## config.mk

```make
export PLATFORM = sky130hd
export DESIGN_NAME = parity_function_flat
export DESIGN_NICKNAME = d
export VERILOG_FILES = /design/src/rtl/parity_function_pkg.sv /design/src/rtl/parity_function_if.sv /design/src/rtl/parity_function_tree.sv /design/src/rtl/parity_function.sv /design/src/flat_wrapper.sv
export SDC_FILE = /design/constraint.sdc
export NUM_CORES = 1
export LEC_CHECK = 0
export ABC_AREA = 1
export CAP_MARGIN = 5
export CORE_MARGIN = 2
export CORE_UTILIZATION = 30
export DETAILED_ROUTE_END_ITERATION = 10
export SYNTH_ARGS = -nofsm -noshare
export SYNTH_HDL_FRONTEND = slang
export SYNTH_SLANG_ARGS = --single-unit
```

## constraint.sdc

```tcl
create_clock -name clk -period 2.56 [get_ports clk]
set_input_delay 0.512 -clock clk [delete_from_list [all_inputs] [get_ports clk]]
set_output_delay 0.512 -clock clk [all_outputs]
set_load 0.02 [all_outputs]
```

## src/rtl/parity_function_pkg.sv

```systemverilog
// ---------------------------------------------------------------------------
// parity_pkg
// Shared constants and helpers for the parity generator/checker.
//   PARITY_ODD     : 1 when the build uses odd parity, 0 for even parity.
//                    Selected by the PARITY_ODD_EN macro (undefined = even).
//   DEF_WIDTH      : default number of data bits per word.
//   DEF_CNT_W      : default error-counter width.
//   calc_parity()  : reference parity of a data word (zero-padded to 64 bits).
// ---------------------------------------------------------------------------
package parity_pkg;

`ifdef PARITY_ODD_EN
  localparam logic PARITY_ODD = 1'b1;
`else
  localparam logic PARITY_ODD = 1'b0;
`endif

  localparam int DEF_WIDTH = 8;
  localparam int DEF_CNT_W = 16;

  // Zero padding does not change an XOR reduction, so any width up to 64 fits.
  function automatic logic calc_parity(input logic [63:0] data, input logic odd);
    return (^data) ^ odd;
  endfunction

endpackage

```

## src/rtl/parity_function_if.sv

```systemverilog
// ---------------------------------------------------------------------------
// parity_function_if
// Bundles the generator and checker signals of parity_function.
//   master : stimulus side  (drives in_valid, d_word, chk_valid, chk_frame,
//            clr_count; receives data_frame, out_valid, chk_data, chk_err,
//            chk_done, err_count)
//   slave  : parity_function side (the reverse directions)
// ---------------------------------------------------------------------------
interface parity_function_if #(
  parameter int WIDTH = 8,
  parameter int CNT_W = 16
) ();
  // Generator path
  logic             in_valid;
  logic [WIDTH-1:0] d_word;
  logic [WIDTH:0]   data_frame;
  logic             out_valid;
  // Checker path
  logic             chk_valid;
  logic [WIDTH:0]   chk_frame;
  logic [WIDTH-1:0] chk_data;
  logic             chk_err;
  logic             chk_done;
  logic [CNT_W-1:0] err_count;
  logic             clr_count;

  modport master (
    output in_valid, d_word, chk_valid, chk_frame, clr_count,
    input  data_frame, out_valid, chk_data, chk_err, chk_done, err_count
  );

  modport slave (
    input  in_valid, d_word, chk_valid, chk_frame, clr_count,
    output data_frame, out_valid, chk_data, chk_err, chk_done, err_count
  );
endinterface

```

## src/rtl/parity_function_tree.sv

```systemverilog
// ---------------------------------------------------------------------------
// parity_tree
// Balanced XOR-reduction tree with an output inversion.
//   data_i   : W input bits
//   invert_i : 1 inverts the reduction (odd parity / odd-parity check)
//   parity_o : XOR of all data_i bits, XOR invert_i
// The input is zero-padded to the next power of two so every level halves
// cleanly; depth is ceil(log2(W)).
// ---------------------------------------------------------------------------
module parity_tree #(
  parameter int W = 8
) (
  input  logic [W-1:0] data_i,
  input  logic         invert_i,
  output logic         parity_o
);
  localparam int LEVELS = (W > 1) ? $clog2(W) : 0;
  localparam int P      = 1 << LEVELS;

  logic [P-1:0]            leaf;
  logic [LEVELS:0][P-1:0]  lvl;

  genvar gi;
  generate
    for (gi = 0; gi < P; gi++) begin : g_leaf
      if (gi < W) begin : g_data
        assign leaf[gi] = data_i[gi];
      end else begin : g_pad
        assign leaf[gi] = 1'b0;
      end
    end
  endgenerate

  // Level l holds P>>l partial results; the unused upper bits stay zero.
  always_comb begin
    lvl    = '0;
    lvl[0] = leaf;
    for (int l = 1; l <= LEVELS; l++) begin
      for (int k = 0; k < (P >> l); k++) begin
        lvl[l][k] = lvl[l-1][2*k] ^ lvl[l-1][2*k+1];
      end
    end
  end

  assign parity_o = lvl[LEVELS][0] ^ invert_i;
endmodule

```

## src/rtl/parity_function.sv

```systemverilog
// ---------------------------------------------------------------------------
// parity_function
// Parameterised parity generator/checker with a saturating error counter.
//   clk   : system clock, rising edge
//   rst_n : asynchronous active-low reset
//   bus   : parity_function_if.slave
//           generator: in_valid/d_word -> data_frame {d_word, parity}, out_valid
//           checker  : chk_valid/chk_frame -> chk_data, chk_err, chk_done
//           counter  : err_count (saturating), clr_count (synchronous clear)
// Both paths have one cycle of latency and run independently.
// Build option: define PARITY_ODD_EN for odd parity (default even parity).
// ---------------------------------------------------------------------------
module parity_function
  import parity_pkg::*;
#(
  parameter int WIDTH = DEF_WIDTH,
  parameter int CNT_W = DEF_CNT_W
) (
  input  logic             clk,
  input  logic             rst_n,
  parity_function_if.slave bus
);
  logic             gen_par;
  logic             chk_bad;

  logic [WIDTH:0]   frame_q,     frame_d;
  logic             out_valid_q, out_valid_d;
  logic [WIDTH-1:0] chk_data_q,  chk_data_d;
  logic             chk_err_q,   chk_err_d;
  logic             chk_done_q,  chk_done_d;
  logic [CNT_W-1:0] cnt_q,       cnt_d;

  // Generator: parity over the data word only.
  parity_tree #(.W(WIDTH)) u_gen_tree (
    .data_i   (bus.d_word),
    .invert_i (PARITY_ODD),
    .parity_o (gen_par)
  );

  // Checker: reduction over the whole frame; with the same inversion a
  // correctly formed frame yields 0, so the result is directly the error flag.
  parity_tree #(.W(WIDTH + 1)) u_chk_tree (
    .data_i   (bus.chk_frame),
    .invert_i (PARITY_ODD),
    .parity_o (chk_bad)
  );

  always_comb begin
    frame_d     = frame_q;
    out_valid_d = bus.in_valid;
    if (bus.in_valid) begin
      frame_d = {bus.d_word, gen_par};
    end

    chk_data_d = chk_data_q;
    chk_err_d  = 1'b0;
    chk_done_d = bus.chk_valid;
    if (bus.chk_valid) begin
      chk_data_d = bus.chk_frame[WIDTH:1];
      chk_err_d  = chk_bad;
    end

    // Clear wins over a same-cycle increment; the counter sticks at all-ones.
    cnt_d = cnt_q;
    if (bus.clr_count) begin
      cnt_d = '0;
    end else if (bus.chk_valid && chk_bad && (cnt_q != {CNT_W{1'b1}})) begin
      cnt_d = cnt_q + 1'b1;
    end
  end

  always_ff @(posedge clk or negedge rst_n) begin
    if (!rst_n) begin
      frame_q     <= '0;
      out_valid_q <= 1'b0;
      chk_data_q  <= '0;
      chk_err_q   <= 1'b0;
      chk_done_q  <= 1'b0;
      cnt_q       <= '0;
    end else begin
      frame_q     <= frame_d;
      out_valid_q <= out_valid_d;
      chk_data_q  <= chk_data_d;
      chk_err_q   <= chk_err_d;
      chk_done_q  <= chk_done_d;
      cnt_q       <= cnt_d;
    end
  end

  assign bus.data_frame = frame_q;
  assign bus.out_valid  = out_valid_q;
  assign bus.chk_data   = chk_data_q;
  assign bus.chk_err    = chk_err_q;
  assign bus.chk_done   = chk_done_q;
  assign bus.err_count  = cnt_q;
endmodule

```

## src/flat_wrapper.sv

```systemverilog
// flat-port wrapper written by rule: the top's interface ports become plain ports
module parity_function_flat import parity_pkg::*;
#(
  parameter int WIDTH = DEF_WIDTH,
  parameter int CNT_W = DEF_CNT_W
)
  (clk, rst_n, bus_in_valid, bus_d_word, bus_chk_valid, bus_chk_frame, bus_clr_count, bus_data_frame, bus_out_valid, bus_chk_data, bus_chk_err, bus_chk_done, bus_err_count);
  parity_function_if #(.WIDTH(WIDTH), .CNT_W(CNT_W)) bus_i ();
  input  logic clk;
  input  logic rst_n;
  input wire logic [$bits(bus_i.in_valid)-1:0] bus_in_valid;
  input wire logic [$bits(bus_i.d_word)-1:0] bus_d_word;
  input wire logic [$bits(bus_i.chk_valid)-1:0] bus_chk_valid;
  input wire logic [$bits(bus_i.chk_frame)-1:0] bus_chk_frame;
  input wire logic [$bits(bus_i.clr_count)-1:0] bus_clr_count;
  output wire logic [$bits(bus_i.data_frame)-1:0] bus_data_frame;
  output wire logic [$bits(bus_i.out_valid)-1:0] bus_out_valid;
  output wire logic [$bits(bus_i.chk_data)-1:0] bus_chk_data;
  output wire logic [$bits(bus_i.chk_err)-1:0] bus_chk_err;
  output wire logic [$bits(bus_i.chk_done)-1:0] bus_chk_done;
  output wire logic [$bits(bus_i.err_count)-1:0] bus_err_count;
  assign bus_i.in_valid = bus_in_valid;
  assign bus_i.d_word = bus_d_word;
  assign bus_i.chk_valid = bus_chk_valid;
  assign bus_i.chk_frame = bus_chk_frame;
  assign bus_i.clr_count = bus_clr_count;
  assign bus_data_frame = bus_i.data_frame;
  assign bus_out_valid = bus_i.out_valid;
  assign bus_chk_data = bus_i.chk_data;
  assign bus_chk_err = bus_i.chk_err;
  assign bus_chk_done = bus_i.chk_done;
  assign bus_err_count = bus_i.err_count;
  parity_function #(.WIDTH(WIDTH), .CNT_W(CNT_W)) u_core (.clk(clk), .rst_n(rst_n), .bus(bus_i));
endmodule
```

==> reports/qor_table.md, run 1 <==
| Item | This run | Unit |
| --- | --- | --- |
| Drt first pass iters | 4 | - |
| Syn-to-layout area delta | 36.13 | % |
| Most common cell after layout, fill and taps aside | nand2_1 | - |
| Later-pin clock latency in the skew report | 0.29 | ns |
| Clock transition at the registers of the reported paths | 0.08 | ns |
| Max-cap viol count | 0 | - |
| Width of the die | 86.53 | microns |
| Net total in the final layout | 348 | - |
| Total leakage power | 1.441 | nW |
| Postcts setup bufs | 0 | - |
| Max Clock Skew | 0.006631 | ns |
| Buffers on Ports | 57 | - |
| Count of antenna-violating nets left after detailed routing | 0 | - |
| Worst min path class | input pin to async pin | - |
| First-pass GRT wire length | 7790 | microns |
| Worst endpoint required time | 2.79 | ns |
| Count of distinct cell types in the synthesized netlist | 27 | - |
| Netlist area before placement | 0.002043 | sq mm |
| Number of antenna violations at the first check in global routing | 0 | - |
| Starting density of the core | 0.3058 | - |
| Clock root cell | clkbuf_8 | - |
| Type of the setup path with the least slack | input pin to register | - |
| Number of hold buffers added after cts | 0 | - |
| Sum Neg Setup Slack | 0 | ns |
| Reg2reg start | u_core.bus.err_count[0]$_DFFE_PN0P_ | - |
| Top-level port count | 58 | - |
| Routed length per placed instance | 11.24 | microns |
| Post-Layout Inst Area | 0.002781 | sq mm |
| Category of the worst setup path capture point | register | - |
| Register-to-register setup slack | 0.56 | ns |
| Maximum ir drop on the vdd rail | 260.1 | uV |
| Area of the placeable core | 0.006681 | sq mm |
| CTS Buf Count | 5 | - |
| Per-cell via count in the routed design | 4.537 | - |
| Slowest-stage cell, CP | clkdlybuf4s50_1 | - |
| Data arrival, critical path | 2.28 | ns |
| Shortest period the worst path allows | 2.050 | ns |
| Area of the multi-input gates | 964.7 | sq um |
| Number of fillers in the final layout | 702 | - |
| Buf+Inv Stages, Crit Path | 3 | - |
| Cts repair resizes | 0 | - |
| Gate count of the mapped netlist | 268 | - |
| Maximum count of clock buffers along a single path | 2 | - |
| Remaining global-route overflow | 0 | - |
| Crit share post-route | 0.8009 | - |
| TritonCTS clock tree | done | - |
| Half-perimeter wire length after placement | 3199 | microns |
| Total via count in the routed design | 1842 | - |
| Total GRT Usage | 0.1301 | - |
| Synthesized area per cell | 7.624 | sq um |
| Most frequent cell on the critical path | nand2_1 | - |
| CTS H-tree depth | 2 | - |
| Total die area | 0.007487 | sq mm |
| Maximum fanout along the worst path | 17 | - |
| N_diodes | 0 | - |
| Number of cell rows | 30 | - |
| Post-synthesis sequential element count | 36 | - |
| Final Slew Violations | 0 | - |
| Number of failing hold endpoints at the final stage | 0 | - |
| Register area share after synthesis | 0.4409 | - |
| Largest net degree at the start of global routing | 37 | - |
| Result of the run | finished, final reports clean | - |
| Total detailed-routing wirelength | 4563 | microns |
| Die height | 86.53 | microns |
| Power density of the placed cells | 509.9 | mW/mm^2 |
| Area after DPL | 0.002670 | sq mm |
| Crit path largest cell delay | 0.50 | ns |
| DRT iter0 DRCs | 85 | - |
| Final-report setup violation count | 0 | - |
| CP startpoint kind | input pin | - |
| List of cells traversed by the critical path | clkdlybuf4s50_1, inv_1, nand2_1, nand2_1, nand2_1, nand2_1, inv_1, nand2_1, nand3_1, nand2_1, nor2_4, nand4_1, nand2_1 | - |
| Remaining routing DRC violations | 0 | - |
| Setup repair after global routing missed its margin | no | - |
| Top delay family on crit path | simple AND/OR/NAND/NOR gates | - |
| Layout cells sized above 1 | 0.06748 | - |
| Yosys warnings | 0 | - |
| Endpoint of the lowest-slack register-to-register path | u_core.bus.err_count[13]$_DFFE_PN0P_ | - |
| Pin slew with the least headroom to its limit | 0.8173 | ns |
| Number of global-route vias before repair | 1712 | - |
| Headroom to the max-slew limit | 0.4552 | - |
| F_max | 487.7 | MHz |
| Routability-driven placement congestion ratio | 0.7705 | - |
| Syn nets | 291 | - |
| Register area | 900.9 | sq um |
| Clock sink count | 36 | - |
| Commonest cells after routing, fill and taps aside | nand2_1, clkdlybuf4s50_1, dfrtp_1 | - |
| Number of cells traversed by the worst register-to-register path | 9 | - |
registers in the layout (all words and copies together), names as in the netlist:
signal,cells
u_core.bus.chk_data,8
u_core.bus.chk_done,1
u_core.bus.chk_err,1
u_core.bus.data_frame,9
u_core.bus.err_count,16
u_core.bus.out_valid,1
synth_stat cells, drive strengths merged:
library cell   n  area (sq um)
nand2         91         344.1
dfrtp         36         900.9
inv           32         120.1
nand3         23         120.1
nor2          23         115.1
nand4         19         148.9
a21oi         12         60.06
buf            7         46.29
xnor2          7         61.31
xor2           7         61.31
o21ai          4         20.02
clkbuf         2         7.510
clkinv         1         3.750
ha             1         12.51
nor3b          1         7.510
o21bai         1         7.510
or2            1         6.260
final cells by class:
type	instances	share of cell area
inverter	33	0.04453
timing repair buffer	59	0.2087
tap	80	0.03599
clock buffer	5	0.02474
multi-input combinational	190	0.3468
clock inverter	3	0.01529
sequential	36	0.3239
per-layer routing:
metal  part of all wire  vias up  track usage  wire length [microns]
met2               0.46       36       0.2126                   2093
met4             0.0070        0      0.02557                     32
met3              0.048        5      0.05048                    217
li1                   -      967            -                      -
met5                  0        -            0                      0
met1               0.49      834       0.1649                   2219
worst register-to-register path: cells and delay by family, from the launching register on:
kind | cells | cell delay, ns
simple gates | 8 | 1.30
flops | 1 | 0.40
fa+ha+maj | 1 | 0.23
cells by family after synthesis:
group	synth area share
XOR/XNOR	0.06001
AO/OA/AOI/OAI	0.04287
AND/OR/NAND/NOR	0.3631
adder cells (fa/ha/maj)	0.006123
flip-flops	0.4409
buffers and inverters	0.08696
worst max path at each step:
stage / slack, ns / from / endpoint / cells after the start
2_1_floorplan: 0.79 / u_core.bus.err_count[1]$_DFFE_PN0P_ / u_core.bus.err_count[14]$_DFFE_PN0P_ / 10
3_3_place_gp: 0.25 / bus_chk_frame[7] / u_core.bus.err_count[15]$_DFFE_PN0P_ / 13
3_5_place_dp: 0.23 / bus_chk_frame[7] / u_core.bus.err_count[2]$_DFFE_PN0P_ / 13
4_1_cts: 0.52 / bus_chk_frame[7] / u_core.bus.err_count[8]$_DFFE_PN0P_ / 13
5_1_grt: 0.27 / bus_chk_frame[6] / u_core.bus.err_count[8]$_DFFE_PN0P_ / 13
6_report: 0.51 / bus_chk_frame[4] / u_core.bus.err_count[8]$_DFFE_PN0P_ / 13
power breakdown:
group / total (mW) / switching [mW] / internal (mW) / leakage, nW
Combinational: 0.286 / 0.159 / 0.128 / 0.929
Sequential: 0.620 / 0.0187 / 0.602 / 0.458
Clock: 0.512 / 0.223 / 0.288 / 0.0541
per-stage QoR:
stage | hold slack (ns) | util | setup WS (ns) | power (mW) | instances
after floorplan | 0.2164 | - | 0.7924 | 0.7873 | 268
after global placement | 0.4559 | 0.3996 | 0.2500 | 0.9209 | 398
after detailed placement | 0.4576 | 0.3996 | 0.2251 | 0.9214 | 398
after CTS | 0.3492 | 0.4163 | 0.5177 | 1.436 | 406
after global routing | 0.3620 | 0.4163 | 0.2749 | 1.495 | 406
final | 0.3046 | 0.4163 | 0.5098 | 1.418 | 406
(Power assumes the default switching activity.)
==> run 2, diff against run 1 <==
==> constraint.sdc (replaced) <==
create_clock -name clk -period 1.9 [get_ports clk]
set_input_delay 0.38 -clock clk [delete_from_list [all_inputs] [get_ports clk]]
set_output_delay 0.38 -clock clk [all_outputs]
set_load 0.02 [all_outputs]
==> run 2 against run 1 <==
Clock-buffer cell count is the same. Critical endpoint is now bus_err_count[3]. Total power grew 42%. Global-route usage is 1.3 points higher. Combinational power up 61%. Non-clock buffer count grew 22.
==> reports/qor_table.md, run 2 (synthesis results as in run 1) <==
| Item | This run | Unit | vs previous |
| --- | --- | --- | --- |
| Result of the run | finished, final reports clean | - |  |
| Worst endpoint required time | 1.52 | ns | -1.27 ns |
| Pin slew with the least headroom to its limit | 0.4943 | ns | -0.3230 ns |
| Top-level port count | 58 | - | unchanged |
| Max Clock Skew | 0.008872 | ns | +0.002241 ns |
| Area of the placeable core | 0.006681 | sq mm | unchanged |
| Final Slew Violations | 0 | - | unchanged |
| CTS H-tree depth | 2 | - | unchanged |
| Number of cells traversed by the worst register-to-register path | 9 | - | unchanged |
| Setup repair after global routing missed its margin | no | - |  |
| Post-Layout Inst Area | 0.003063 | sq mm | +10% |
| Number of antenna violations at the first check in global routing | 0 | - | unchanged |
| CP startpoint kind | register | - |  |
| Drt first pass iters | 4 | - | unchanged |
| Maximum count of clock buffers along a single path | 2 | - | unchanged |
| Die height | 86.53 | microns | unchanged |
| Total leakage power | 1.658 | nW | +15% |
| Final-report setup violation count | 0 | - | unchanged |
| Largest net degree at the start of global routing | 33 | - | -11% |
| Max-cap viol count | 0 | - | unchanged |
| Clock transition at the registers of the reported paths | 0.09 | ns | about the same |
| Category of the worst setup path capture point | primary output | - |  |
| Number of cell rows | 30 | - | unchanged |
| Power dissipated by switching net loads | 0.5873 | mW | +47% |
| Cell Int Power | 1.419 | mW | +39% |
| Share of total power in sequential cells | 0.417 | - | -0.020 |
| Maximum fanout along the worst path | 5 | - | -12 |
| Crit share post-route | 0.9494 | - |  |
| Remaining global-route overflow | 0 | - | unchanged |
| Shortest period the worst path allows | 1.804 | ns |  |
| Half-perimeter wire length after placement | 3515 | microns | +9.9% |
| Remaining routing DRC violations | 0 | - | unchanged |
| Register-to-register setup slack | 0.15 | ns | -0.41 ns |
| CTS Buf Count | 5 | - | unchanged |
| Syn-to-layout area delta | 49.91 | % |  |
| Headroom to the max-slew limit | 0.6705 | - | +0.2153 |
| Total detailed-routing wirelength | 5182 | microns | +14% |
| Endpoint of the lowest-slack register-to-register path | u_core.bus.err_count[14]$_DFFE_PN0P_ | - |  |
| Per-cell via count in the routed design | 4.557 | - | +0.44% |
| Worst min path class | input pin to async pin | - |  |
| Part of the power in combinational logic | 0.230 | - | +0.028 |
| Most Crowded Layer GR | met2 | - |  |
| Layout cells sized above 1 | 0.1519 | - | +0.08438 |
| Number of global-route vias before repair | 1839 | - | +7.4% |
| Crit path largest cell delay | 0.60 | ns | +0.10 ns |
| Met1 track demand over resource in global routing | 0.1909 | - | +0.02606 |
| Total die area | 0.007487 | sq mm | unchanged |
| Buffers on Ports | 57 | - | unchanged |
| Clock sink count | 36 | - | unchanged |
| Slowest-stage cell, CP | clkdlybuf4s50_1 | - |  |
| Width of the die | 86.53 | microns | unchanged |
| N_diodes | 0 | - | unchanged |
| Total GRT Usage | 0.1429 | - | +0.01278 |
| Number of failing hold endpoints at the final stage | 0 | - | unchanged |
| Commonest cells after routing, fill and taps aside | nand2_1, clkdlybuf4s50_1, dfrtp_1 | - |  |
| Starting density of the core | 0.3058 | - | unchanged |
| Number of fillers in the final layout | 677 | - | -3.6% |
| List of cells traversed by the critical path | buf_4, clkdlybuf4s50_1 | - |  |
| Global routing usage on met3 | 0.03524 | - | -0.01524 |
| Net Sw Frac | 0.2927 | - | +0.01030 |
| Clock root cell | clkbuf_8 | - |  |
| TritonCTS clock tree | done | - |  |
| Type of the setup path with the least slack | register to primary output | - |  |
| Data arrival, critical path | 1.42 | ns | -0.86 ns |
| Reg2reg start | u_core.bus.err_count[0]$_DFFE_PN0P_ | - |  |
| First-pass GRT wire length | 8507 | microns | +9.2% |
| Register area | 900.9 | sq um | unchanged |
| Total via count in the routed design | 1955 | - | +6.1% |
| Later-pin clock latency in the skew report | 0.30 | ns | about the same |
| Area after DPL | 0.002795 | sq mm | +4.7% |
| Most common cell after layout, fill and taps aside | nand2_1 | - |  |
| Net total in the final layout | 371 | - | +6.6% |
| F_max | 554.4 | MHz |  |
| Count of antenna-violating nets left after detailed routing | 0 | - | unchanged |
| Routed length per placed instance | 12.08 | microns | +7.5% |
| Clock group share of total power | 0.354 | - | -0.007 |
| Maximum ir drop on the vdd rail | 392.9 | uV | +51% |
| Area of the multi-input gates | 0.001010 | sq mm | +4.7% |
| Fin Hold WS | 0.02951 | ns | -0.2751 ns |
| PnR Total Power | 2.007 | mW | +42% |
| Routability-driven placement congestion ratio | 0.7620 | - | -1.1% |
| DRT iter0 DRCs | 104 | - | +22% |
| GR met2 Demand/Resource | 0.2273 | - | +0.01469 |
| Largest register FFs | 16 | - | unchanged |
| Power density of the placed cells | 655.2 | mW/mm^2 | +28% |
==> run 2: cell types whose count changed in the layout (fill, tap and decap cells not counted), sizes merged <==
| cell | delta |
|---|---|
| buf | +20 |
| clkbuf | +2 |
| clkdlybuf4s50 | -8 |
| dlymetal6s2s | +8 |
| nand4 | +1 |
==> run 2: worst max-delay path by stage <==
stage	startpoint	to	slack, ns	cells after the start
after floorplan	u_core.bus.err_count[1]$_DFFE_PN0P_	u_core.bus.err_count[14]$_DFFE_PN0P_	0.13	10
after global placement	bus_chk_frame[0]	u_core.bus.err_count[15]$_DFFE_PN0P_	-0.14	11
after detailed placement	bus_chk_frame[0]	u_core.bus.err_count[13]$_DFFE_PN0P_	-0.19	11
after CTS	u_core.bus.err_count[3]$_DFFE_PN0P_	bus_err_count[3]	0.08	2
after global routing	u_core.bus.err_count[0]$_DFFE_PN0P_	u_core.bus.err_count[14]$_DFFE_PN0P_	0.0005	9
final	u_core.bus.err_count[3]$_DFFE_PN0P_	bus_err_count[3]	0.1	2
==> run 2: stage by stage <==
| step | cells | setup TNS [ns] | setup WS (ns) | utilization |
|---|---|---|---|---|
| 2_1_floorplan | 268 | 0 | 0.1324 | - |
| 3_3_place_gp | 413 | -2.101 | -0.1392 | 0.4184 |
| 3_5_place_dp | 413 | -2.753 | -0.1875 | 0.4184 |
| 4_1_cts | 421 | 0 | 0.08423 | 0.4350 |
| 5_1_grt | 429 | 0 | 0.0005347 | 0.4584 |
| 6_report | 429 | 0 | 0.09617 | 0.4584 |
==> run 2: cell type report <==
cell class	instances	area share
Multi-Input combinational cell	191	0.3297
Sequential cell	36	0.2941
Timing Repair Buffer	81	0.2667
Inverter	33	0.04044
Tap cell	80	0.03268
Clock buffer	5	0.02247
Clock inverter	3	0.01389
==> run 2: worst max-delay path, delay by kind of cell, from the launching register on <==
| kind | cells | cell delay, ns |
|---|---|---|
| buf+inv | 2 | 0.75 |
| flops | 1 | 0.37 |
==> run 2: repair_timing <==
action	in CTS	in global routing
buffers inserted	0	5
hold endpoints to repair	0	0
hold buffers	0	0
resized for setup	0	19
endpoints found under the setup margin	0	16
==> run 2: layer usage <==
| layer | up-vias | routed length (microns) |
|---|---|---|
| li1 | 1013 | - |
| met1 | 891 | 2459 |
| met2 | 44 | 2405 |
| met3 | 7 | 268 |
| met4 | 0 | 48 |
| met5 | - | 0 |
==> run 2: power groups by stage <==
| stage | clock network, mW | logic [mW] | registers (mW) |
|---|---|---|---|
| floorplan | 0 | 0.154 | 0.907 |
| global placement | 0 | 0.416 | 0.851 |
| detailed placement | 0 | 0.421 | 0.851 |
| CTS | 0.723 | 0.421 | 0.837 |
| global route | 0.746 | 0.508 | 0.842 |
| finish | 0.710 | 0.461 | 0.836 |
==> run 3, diff against run 2 <==
--- a/config.mk
+++ b/config.mk
@@ -8,8 +8,9 @@
 export ABC_AREA = 1
 export CAP_MARGIN = 5
 export CORE_MARGIN = 2
-export CORE_UTILIZATION = 30
+export CORE_UTILIZATION = 48
 export DETAILED_ROUTE_END_ITERATION = 10
+export PLACE_DENSITY = 0.8
 export SYNTH_ARGS = -nofsm -noshare
 export SYNTH_HDL_FRONTEND = slang
 export SYNTH_SLANG_ARGS = --single-unit
==> run 3 against run 2 <==
Clock power fell by 21%. Combinational power fell by 7.6%. Critical path depth fell by 1. Total power fell by 9.2%. Die area fell by 36%. Global-route usage rose by 6.1 points. Critical path type unchanged.
==> reports/qor_table.md, run 3 (synthesis results as in run 1) <==
| Item | This run | Unit | vs previous |
| --- | --- | --- | --- |
| Pin slew with the least headroom to its limit | 0.4593 | ns | -0.03496 ns |
| Count of antenna-violating nets left after detailed routing | 0 | - | unchanged |
| Sum Neg Setup Slack | 0 | ns | unchanged |
| Area of the placeable core | 0.004058 | sq mm | -39% |
| Crit share post-route | 0.9455 | - | -0.003897 |
| Placed insts | 380 | - | -8.0% |
| Clock group share of total power | 0.307 | - | -0.047 |
| N_diodes | 0 | - | unchanged |
| Power dissipated by switching net loads | 0.5562 | mW | -5.3% |
| Per-cell via count in the routed design | 5.046 | - | +11% |
| Utilization after layout | 0.7086 | - | +0.2502 |
| Total via count in the routed design | 1968 | - | +0.66% |
| Power density of the placed cells | 633.7 | mW/mm^2 | -3.3% |
| Drt first pass iters | 4 | - | unchanged |
| Worst path depth | 1 | - | -1 |
| Clock transition at the registers of the reported paths | 0.08 | ns | about the same |
| Routed length per placed instance | 12.03 | microns | -0.40% |
| Commonest cells after routing, fill and taps aside | nand2_1, clkdlybuf4s50_1, dfrtp_1 | - |  |
| Maximum count of clock buffers along a single path | 2 | - | unchanged |
| Syn-to-layout area delta | 40.72 | % |  |
| TritonCTS clock tree | done | - |  |
| Crit path largest cell delay | 0.65 | ns | +0.05 ns |
| Register area | 900.9 | sq um | unchanged |
| Result of the run | finished, final reports clean | - |  |
| Part of the power in combinational logic | 0.234 | - | +0.004 |
| Net total in the final layout | 362 | - | -2.4% |
| Layout cells sized above 1 | 0.1206 | - | -0.03127 |
| Slowest-stage cell, CP | clkdlybuf4s50_1 | - |  |
| Headroom to the max-slew limit | 0.6938 | - | +0.02330 |
| Largest register FFs | 16 | - | unchanged |
| Number of cells traversed by the worst register-to-register path | 9 | - | unchanged |
| Net Sw Frac | 0.3053 | - | +0.01262 |
| CTS Buf Count | 5 | - | unchanged |
| Buffers on Ports | 57 | - | unchanged |
| Clock root cell | clkbuf_8 | - |  |
| CP startpoint kind | register | - |  |
| Post-Layout Inst Area | 0.002875 | sq mm | -6.1% |
| Top delay family on crit path | buffers and inverters | - |  |
| Non-filler cells in the finished layout | 390 | - | -9.1% |
| Remaining routing DRC violations | 0 | - | unchanged |
| Remaining global-route overflow | 0 | - | unchanged |
| Half-perimeter wire length after placement | 3247 | microns | -7.6% |
| Width of the die | 69.25 | microns | -20% |
| Final Slew Violations | 0 | - | unchanged |
| Number of fillers in the final layout | 328 | - | -52% |
| Max Clock Skew | 0.002284 | ns | -0.006588 ns |
| Maximum ir drop on the vdd rail | 395.4 | uV | +0.65% |
| Total die area | 0.004795 | sq mm | -36% |
| Maximum fanout along the worst path | 6 | - | +1 |
| Cell Int Power | 1.266 | mW | -11% |
| Type of the setup path with the least slack | register to primary output | - |  |
| Share of total power in sequential cells | 0.459 | - | +0.042 |
| Data arrival, critical path | 1.42 | ns | about the same |
| Total leakage power | 1.514 | nW | -8.7% |
| First-pass GRT wire length | 7976 | microns | -6.2% |
| Category of the worst setup path capture point | primary output | - |  |
| List of cells traversed by the critical path | clkdlybuf4s50_1 | - |  |
| Number of failing hold endpoints at the final stage | 0 | - | unchanged |
| Area after DPL | 0.002735 | sq mm | -2.1% |
| Total GRT Usage | 0.2037 | - | +0.06080 |
| Die height | 69.25 | microns | -20% |
| Clock sink count | 36 | - | unchanged |
| Buf+Inv Stages, Crit Path | 1 | - | -1 |
| Later-pin clock latency in the skew report | 0.29 | ns | about the same |
| Largest net degree at the start of global routing | 37 | - | +12% |
| Area of the multi-input gates | 999.7 | sq um | -0.99% |
| Max-cap viol count | 0 | - | unchanged |
| Starting density of the core | 0.5035 | - | +0.1977 |
| F_max | 556.7 | MHz | +0.41% |
| Shortest period the worst path allows | 1.796 | ns | -0.007405 ns |
| Final-report setup violation count | 0 | - | unchanged |
| Most common cell after layout, fill and taps aside | nand2_1 | - |  |
| Total detailed-routing wirelength | 4692 | microns | -9.5% |
| Worst endpoint required time | 1.52 | ns | about the same |
| Number of hold buffers added after cts | 0 | - | unchanged |
| Top-level port count | 58 | - | unchanged |
| Number of global-route vias before repair | 1818 | - | -1.1% |
| Routability-driven placement congestion ratio | 0.7856 | - | +3.1% |
| Number of cell rows | 23 | - | -23% |
| Worst min path class | input pin to async pin | - |  |
| DRT iter0 DRCs | 176 | - | +69% |
| Number of antenna violations at the first check in global routing | 0 | - | unchanged |
| CTS H-tree depth | 2 | - | unchanged |
-- run 3: final cells by class --
cell class | instances | area share
Sequential cell | 36 | 0.3133
Clock inverter | 3 | 0.008268
Inverter | 33 | 0.04308
Multi-Input combinational cell | 191 | 0.3477
Timing Repair Buffer | 72 | 0.2419
Tap cell | 50 | 0.02176
Clock buffer | 5 | 0.02393
-- run 3: power by group through the flow --
stage          Clock (mW)  Combinational, mW  Sequential [mW]
2_1_floorplan           0              0.154            0.907
3_3_place_gp            0              0.404            0.851
3_5_place_dp            0              0.412            0.850
4_1_cts             0.580              0.414            0.837
5_1_grt             0.619              0.466            0.843
6_report            0.559              0.426            0.836
-- run 3: final timing paths --
kind                                                             end                                  from  slack, ns
max in group asynchronous              u_core.bus.chk_done$_DFF_PN0_                                 rst_n       1.46
worst min register to register  u_core.bus.data_frame[2]$_DFFE_PN0P_  u_core.bus.data_frame[2]$_DFFE_PN0P_       0.47
min in group clk                u_core.bus.data_frame[2]$_DFFE_PN0P_  u_core.bus.data_frame[2]$_DFFE_PN0P_       0.47
worst max-delay path                               bus_err_count[14]  u_core.bus.err_count[14]$_DFFE_PN0P_       0.10
worst max register to register  u_core.bus.err_count[13]$_DFFE_PN0P_   u_core.bus.err_count[0]$_DFFE_PN0P_       0.19
worst min-delay path             u_core.bus.err_count[4]$_DFFE_PN0P_                                 rst_n       0.12
-- run 3: per-layer routing --
layer | global-route usage | wire (microns) | up-vias | part of all wire
met5 | 0 | 0 | - | 0
met4 | 0.07843 | 30 | 0 | 0.0064
met3 | 0.06105 | 368 | 4 | 0.078
met2 | 0.3451 | 2308 | 67 | 0.49
met1 | 0.2429 | 1984 | 896 | 0.42
li1 | - | - | 1001 | -
-- run 3: timing repair --
item | in CTS | in global routing
setup buffers | 0 | 1
gates resized for setup | 0 | 8
setup endpoints to repair | 0 | 14
-- run 3: through the flow --
stage / worst slack [ns] / hold WS, ns / power, mW
detailed placement: -0.1810 / 0.4496 / 1.263
global placement: -0.1058 / 0.4453 / 1.255
floorplan: 0.1324 / 0.08441 / 1.061
finish: 0.1036 / 0.1168 / 1.822
CTS: 0.08998 / 0.1255 / 1.831
global route: -0.002932 / 0.1435 / 1.928
